==> src/rtl/mux_pkg.sv <==
// Shared definitions for the N:1 arbitrated mux: mode encodings and select-width helper.
package mux_pkg;

  localparam int MODE_FIXED = 0;
  localparam int MODE_RR    = 1;

  // Select/pointer/tag width; never narrower than one bit.
  function automatic int selw(input int n);
    return (n <= 2) ? 1 : $clog2(n);
  endfunction

endpackage

==> src/rtl/mux_nx1_arb_rr_arbiter.sv <==
// Combinational round-robin picker: first requester at or after ptr, wrapping.
module rr_arbiter #(
  parameter int CHANNELS = 4,
  parameter int SELW     = 2
) (
  input  logic [CHANNELS-1:0] req,
  input  logic [SELW-1:0]     ptr,
  output logic [SELW-1:0]     gnt,
  output logic                gnt_vld
);

  // Walk offsets from farthest to nearest so the nearest requester wins.
  always_comb begin
    int idx;
    gnt     = '0;
    gnt_vld = 1'b0;
    for (int i = CHANNELS - 1; i >= 0; i--) begin
      idx = int'(ptr) + i;
      if (idx >= CHANNELS) idx = idx - CHANNELS;
      if (req[idx]) begin
        gnt     = SELW'(idx);
        gnt_vld = 1'b1;
      end
    end
  end

endmodule

==> src/rtl/mux_nx1_arb.sv <==
// N:1 mux with fixed-select or round-robin grant feeding a one-deep output register.
module mux_nx1_arb
  import mux_pkg::*;
#(
  parameter  int SIZE     = 4,
  parameter  int CHANNELS = 4,
  parameter  int MODE     = MODE_FIXED,
  localparam int SELW     = selw(CHANNELS)
) (
  input  logic                     clk,
  input  logic                     rst,
  input  logic [SELW-1:0]          mux_sel,
  input  logic [CHANNELS-1:0]      mux_i_valid,
  input  logic [CHANNELS*SIZE-1:0] mux_i_data,
  output logic [CHANNELS-1:0]      mux_i_ready,
  output logic                     mux_o_valid,
  output logic [SIZE-1:0]          mux_o_data,
  output logic [SELW-1:0]          mux_o_chan,
  input  logic                     mux_o_ready
);

  logic            load;
  logic            gnt_vld;
  logic [SELW-1:0] gnt;
  logic [SIZE-1:0] gnt_data;

  assign load = !mux_o_valid || mux_o_ready;

  generate
    if (MODE == MODE_RR) begin : g_rr
      logic [SELW-1:0] ptr;

      rr_arbiter #(.CHANNELS(CHANNELS), .SELW(SELW)) u_arb (
        .req     (mux_i_valid),
        .ptr     (ptr),
        .gnt     (gnt),
        .gnt_vld (gnt_vld)
      );

      // Pointer advances past the winner only when a word is actually taken.
      always_ff @(posedge clk or posedge rst) begin
        if (rst)                  ptr <= '0;
        else if (load && gnt_vld) ptr <= (int'(gnt) == CHANNELS - 1) ? '0 : gnt + 1'b1;
      end
    end else begin : g_fixed
      // Compare against each real channel so an out-of-range select never grants.
      always_comb begin
        gnt     = mux_sel;
        gnt_vld = 1'b0;
        for (int k = 0; k < CHANNELS; k++)
          if (int'(mux_sel) == k) gnt_vld = mux_i_valid[k];
      end
    end
  endgenerate

  always_comb begin
    gnt_data = '0;
    for (int k = 0; k < CHANNELS; k++)
      if (int'(gnt) == k) gnt_data = mux_i_data[k*SIZE +: SIZE];
  end

  always_comb begin
    mux_i_ready = '0;
    for (int k = 0; k < CHANNELS; k++)
      mux_i_ready[k] = load && gnt_vld && (int'(gnt) == k);
  end

  always_ff @(posedge clk or posedge rst) begin
    if (rst) begin
      mux_o_valid <= 1'b0;
      mux_o_data  <= '0;
      mux_o_chan  <= '0;
    end else if (load) begin
      mux_o_valid <= gnt_vld;
      if (gnt_vld) begin
        mux_o_data <= gnt_data;
        mux_o_chan <= gnt;
      end
    end
  end

endmodule

==> config.mk <==
export PLATFORM = sky130hd
export DESIGN_NAME = mux_nx1_arb
export DESIGN_NICKNAME = d
export VERILOG_FILES = /design/src/rtl/mux_pkg.sv /design/src/rtl/mux_nx1_arb_rr_arbiter.sv /design/src/rtl/mux_nx1_arb.sv
export SDC_FILE = /design/constraint.sdc
export NUM_CORES = 1
export LEC_CHECK = 0
export BUFFER_PORTS_ARGS = -buffer_cell sky130_fd_sc_hd__buf_4
export CORE_MARGIN = 1
export CORE_UTILIZATION = 35
export CTS_BUF_LIST = sky130_fd_sc_hd__clkbuf_8
export DETAILED_ROUTE_END_ITERATION = 7
export PLACE_DENSITY_LB_ADDON = 0.12
export SLEW_MARGIN = 20
export SYNTH_ARGS = -nofsm -noshare
export SYNTH_HDL_FRONTEND = slang
export SYNTH_SLANG_ARGS = --single-unit
==> constraint.sdc <==
create_clock -name clk -period 1.2 [get_ports clk]
set_input_delay 0.18 -clock clk [delete_from_list [all_inputs] [get_ports clk]]
set_output_delay 0.18 -clock clk [all_outputs]
set_load 0.01 [all_outputs]
# Word-level counts from Yosys, hierarchy flattened
# Cells that the tools add are included.
# Widths: inputs -> output; s select.
[classes]
n_eq_ne = 3
reduce_logical = 9
n_mux = 8
[op_table]
columns = ["operator", "n"]
rows = [
  ["$mux 4", 4],
  ["$logic_and 1x1->1", 5],
  ["$eq 2x2->1 const B", 2],
  ["$mux 1", 4],
  ["$eq 2x1->1 const B", 1],
  ["$logic_not 2->1", 1],
  ["$reduce_and 2->1", 1],
  ["$logic_not 1->1", 1],
  ["$logic_or 1x1->1", 1],
]
[word_totals]
output_inout_bits = 11
word_cells = 23
regBits = 7
in_bits = 25

# Depth between registers and ports, before layout
[logic_depth]
word_depth = 7
depth_mapped = 5
depth_no_buf = 4

# Least setup slack after synthesis
# Ideal clock, no wire load.
[synth_path]
kind = "input-to-reg"
from = "input mux_sel[0]"
to = "register mux_o_chan[0]"
required_time_ns = 1.075
stages = 5
path_slack_ns = -0.156
setup_ns = 0.125
n_path_buf = 1
t_arrival_ns = 1.231
path_cell_list = "buf_6 mux2_4 nand3_2 nor2b_4 mux2_4"
[synth_via]
elab_chain_len = 6
elab_cells_between_ends = 9
classes_between = "eq/ne: 3; mux: 4; reduce/logical: 2"
[synth_lines]
columns = ["element", "line_no", "rtl"]
rows = [
  ["start: declaration", "mux_nx1_arb.sv:12", "input logic [SELW-1:0] mux_sel,"],
  ["$logic_not 2->1", "mux_nx1_arb.sv:51", "if (int'(mux_sel) == k) gnt_vld = mux_i_valid[k];"],
  ["$mux 1 (4 in series)", "mux_nx1_arb.sv:51", ""],
  ["$reduce_and 2->1 (no line)", "-", ""],
  ["end signal: assignment", "mux_nx1_arb.sv:77", "mux_o_chan <= gnt;"],
  ["end: declaration", "mux_nx1_arb.sv:18", "output logic [SELW-1:0] mux_o_chan,"],
]
# Several ways; a longest one is shown, not always the timed one.
# A chain may end at the register's enable or synchronous reset.

# Worst setup path after layout
[layout_path]
from = "register mux_o_valid"
to = "output mux_i_ready[1]"
[layout_via]
elab_chain_len = 4
[layout_lines]
columns = ["element", "line_no", "rtl"]
rows = [
  ["start: declaration", "mux_nx1_arb.sv:16", "output logic mux_o_valid,"],
  ["start signal: assignment", "mux_nx1_arb.sv:74", "mux_o_valid <= gnt_vld;"],
  ["$logic_not 1->1", "mux_nx1_arb.sv:27", "assign load = !mux_o_valid || mux_o_ready;"],
  ["$logic_or 1x1->1", "mux_nx1_arb.sv:27", ""],
  ["$logic_and 1x1->1 (2 in series)", "mux_nx1_arb.sv:65", "mux_i_ready[k] = load && gnt_vld && (int'(gnt) == k);"],
  ["end: declaration", "mux_nx1_arb.sv:15", "output logic [CHANNELS-1:0] mux_i_ready,"],
]
# Every way passes these cells.

==> metrics.csv <==
metric;value;unit
initial_utilization;0.380;
synthesis.nets;60;
fillCellCount;92;
worst-setup-path-type;flip-flop to output pin;
root_buffer;sky130_fd_sc_hd__clkbuf_8;
most_frequent_standard_cell_in_the_layout_excluding_fill_and_tap_cells;sky130_fd_sc_hd__buf_4;
detailed_place.area;822;um^2
cts.sink_count;7;
power_density;1100;mW/mm^2
grt_setup_unrepaired;true;
routed-via-count;463;
worst_path_largest_cell_delay;0.38;ns
cts-buffers-inserted;3;
leakage;0.502;nW
drc_errors;0;
status;finished, violations left;
globalRoute.totalOverflow;0;
htree_num_levels;1;
yosys_warnings;0;
syn_avg_cell_area;14.1;um^2
dr.pass1.iters;4;
via_per_inst;4.68;
setup.worst_path.start_class;flip-flop;
storage_element_area;175;um^2
multi_input_comb_area;310;um^2
worst_pin_slew;0.259;ns
first_global_vias;406;
postLayoutSetupSlackWorst;-0.292;ns
timing.reg2reg.worst_path_depth;5;
cp_cell_sequence;nand2b_1 > nor3b_4 > and2_2 > buf_4;
antenna_violations_before_repair;0;
grt.total_usage;0.175;
fp.dieArea;0.00157;mm^2
postSynthRegisterBits;7;
grt_start_max_net_pins;8;
maximum_vdd_drop;662;uV
timing.hold.worst.class;primary input to flip-flop;
netlist_instances;35;
antenna_left;0;
finalWirelength;1230;um
maxCapViolations;0;
worst-path-max-fanout;3;
io_pins;36;
stdcell_area;940;um^2
finish.net_count;110;
die_y;39.6;um
cp.arrival;1.31;ns
max_clock_freq;0.670;GHz
mappedNetlistArea;494;um^2
drt_iter0_markers;11;
period_minus_slack;1.49;ns
timing.final.max_slew_violations;0;
clkLatencyLatePin;0.22;ns
final_hold_viol_count;0;
most_frequent_cells_in_the_layout;40 x sky130_fd_sc_hd__buf_4, 7 x sky130_fd_sc_hd__dfrtp_1, 6 x sky130_fd_sc_hd__mux2_4;
critPathCaptureType;output pin;
whs_path_depth;4;
gp_congestion;0.714;
wl_per_instance;12.4;um
worst_ep_required_time;1.02;ns
floorplan.core_area;0.00130;mm^2
buffer_ports.inserted;35;
failing_checks;setup timing;
cts_tree;yes;
cp_slowest_cell;sky130_fd_sc_hd__dfrtp_1;
final_worst_path_cycle_share;1.24;
final_core_area_utilization;0.722;
dieWidth;39.6;um
clk_pin_slew;0.04;ns
timing.final.setup_violations;10;
drive_gt1_frac;0.726;
timing.clock.skew;0.000860;ns
post-dp-hpwl;925;um
clk_path_buf_depth;2;
global_route_wire_length_before_repair;1710;um
synth.distinct_cells;16;
seq_area_frac_synth;0.354;
flow.area_growth_from_synthesis;90.1;%
maxSlewHeadroom;0.827;
antenna_cells;0;
placement_rows;13;
## power breakdown
| part | leakage (nW) | switching (W) | internal (W) |
|---|---|---|---|
| clock | 0.0269 | 0.0000919 | 0.000220 |
| combinational | 0.395 | 0.000134 | 0.000265 |
| sequential | 0.0804 | 0.0000334 | 0.000292 |
## state kept, by name (all words and copies together), names as in the netlist
name / flops
mux_o_data: 4
mux_o_valid: 1
mux_o_chan: 2
## final cells by class
| class | instances | share of cell area |
|---|---|---|
| Clock buffer | 3 | 0.0439 |
| Clock inverter | 1 | 0.00399 |
| Inverter | 4 | 0.0160 |
| Multi-Input combinational cell | 23 | 0.330 |
| Sequential cell | 7 | 0.186 |
| Tap cell | 15 | 0.0200 |
| Timing Repair Buffer | 46 | 0.399 |
## critical path: cells and delay by family (launching register included)
kind          cells  cell delay [ns]
flops             1             0.38
simple gates      3             0.59
buf+inv           1             0.11
## layer usage
| layer | vias to the layer above | part of all wire | global-route usage |
|---|---|---|---|
| li1 | 226 | - | - |
| met1 | 202 | 0.37 | 0.194 |
| met2 | 33 | 0.53 | 0.295 |
| met3 | 2 | 0.090 | 0.0455 |
| met4 | 0 | 0.011 | 0.103 |
| met5 | - | 0 | 0 |
## through the flow
| step | power [W] | setup TNS [ns] | setup WS, ns | hold slack, ns | std cells |
|---|---|---|---|---|---|
| floorplan | 0.000505 | -0.676 | -0.135 | -0.0166 | 35 |
| global placement | 0.000688 | -1.10 | -0.178 | 0.119 | 90 |
| detailed placement | 0.000697 | -1.14 | -0.189 | 0.124 | 90 |
| CTS | 0.00104 | -1.84 | -0.229 | 0.350 | 99 |
| global route | 0.00110 | -2.59 | -0.331 | 0.363 | 99 |
| finish | 0.00104 | -2.15 | -0.292 | 0.349 | 99 |
## cells in the mapped netlist
cell | instances | area, um^2
sky130_fd_sc_hd__dfrtp_1 | 7 | 175
sky130_fd_sc_hd__mux2_4 | 6 | 90.1
sky130_fd_sc_hd__inv_1 | 4 | 15.0
sky130_fd_sc_hd__mux4_1 | 4 | 105
sky130_fd_sc_hd__nand2_1 | 2 | 7.51
sky130_fd_sc_hd__nor2_1 | 2 | 7.51
sky130_fd_sc_hd__and2_1 | 1 | 6.26
sky130_fd_sc_hd__and2_2 | 1 | 7.51
sky130_fd_sc_hd__buf_6 | 1 | 11.3
sky130_fd_sc_hd__mux2i_1 | 1 | 10.0
sky130_fd_sc_hd__nand2b_1 | 1 | 6.26
sky130_fd_sc_hd__nand3_2 | 1 | 10.0
sky130_fd_sc_hd__nor2b_4 | 1 | 13.8
sky130_fd_sc_hd__nor3b_4 | 1 | 18.8
sky130_fd_sc_hd__o21ai_0 | 1 | 5.00
sky130_fd_sc_hd__o21ai_1 | 1 | 5.00
## final timing paths
check | endpoint | from | slack [ns]
worst max register to register | mux_o_data[0] | mux_o_valid | -0.26
worst max-delay path | mux_i_ready[1] | mux_o_valid | -0.29
worst min register to register | mux_o_data[1] | mux_o_data[1] | 0.51
max in group asynchronous | mux_o_data[2] | rst | 0.55
min in group asynchronous | mux_o_chan[0] | rst | 0.44
worst min-delay path | mux_o_valid | mux_i_valid[3] | 0.35
## cell families (layout without fill, tap and decap cells)
group	count (synthesis)	count (layout)	synth area share
muxes	11	11	0.415
and+or+nand+nor	10	10	0.157
DFF	7	7	0.354
buffers and inverters	5	54	0.0532
AOI/OAI and AO/OA	2	2	0.0202
## repair_timing
action,CTS,global route
endpoints found under the hold margin,7,0
buffers inserted,4,0
pin swaps,1,1
gates resized for setup,3,6
hold buffers,1,0
endpoints found under the setup margin,9,10
Note: power is estimated with default switching activity, not from simulation.
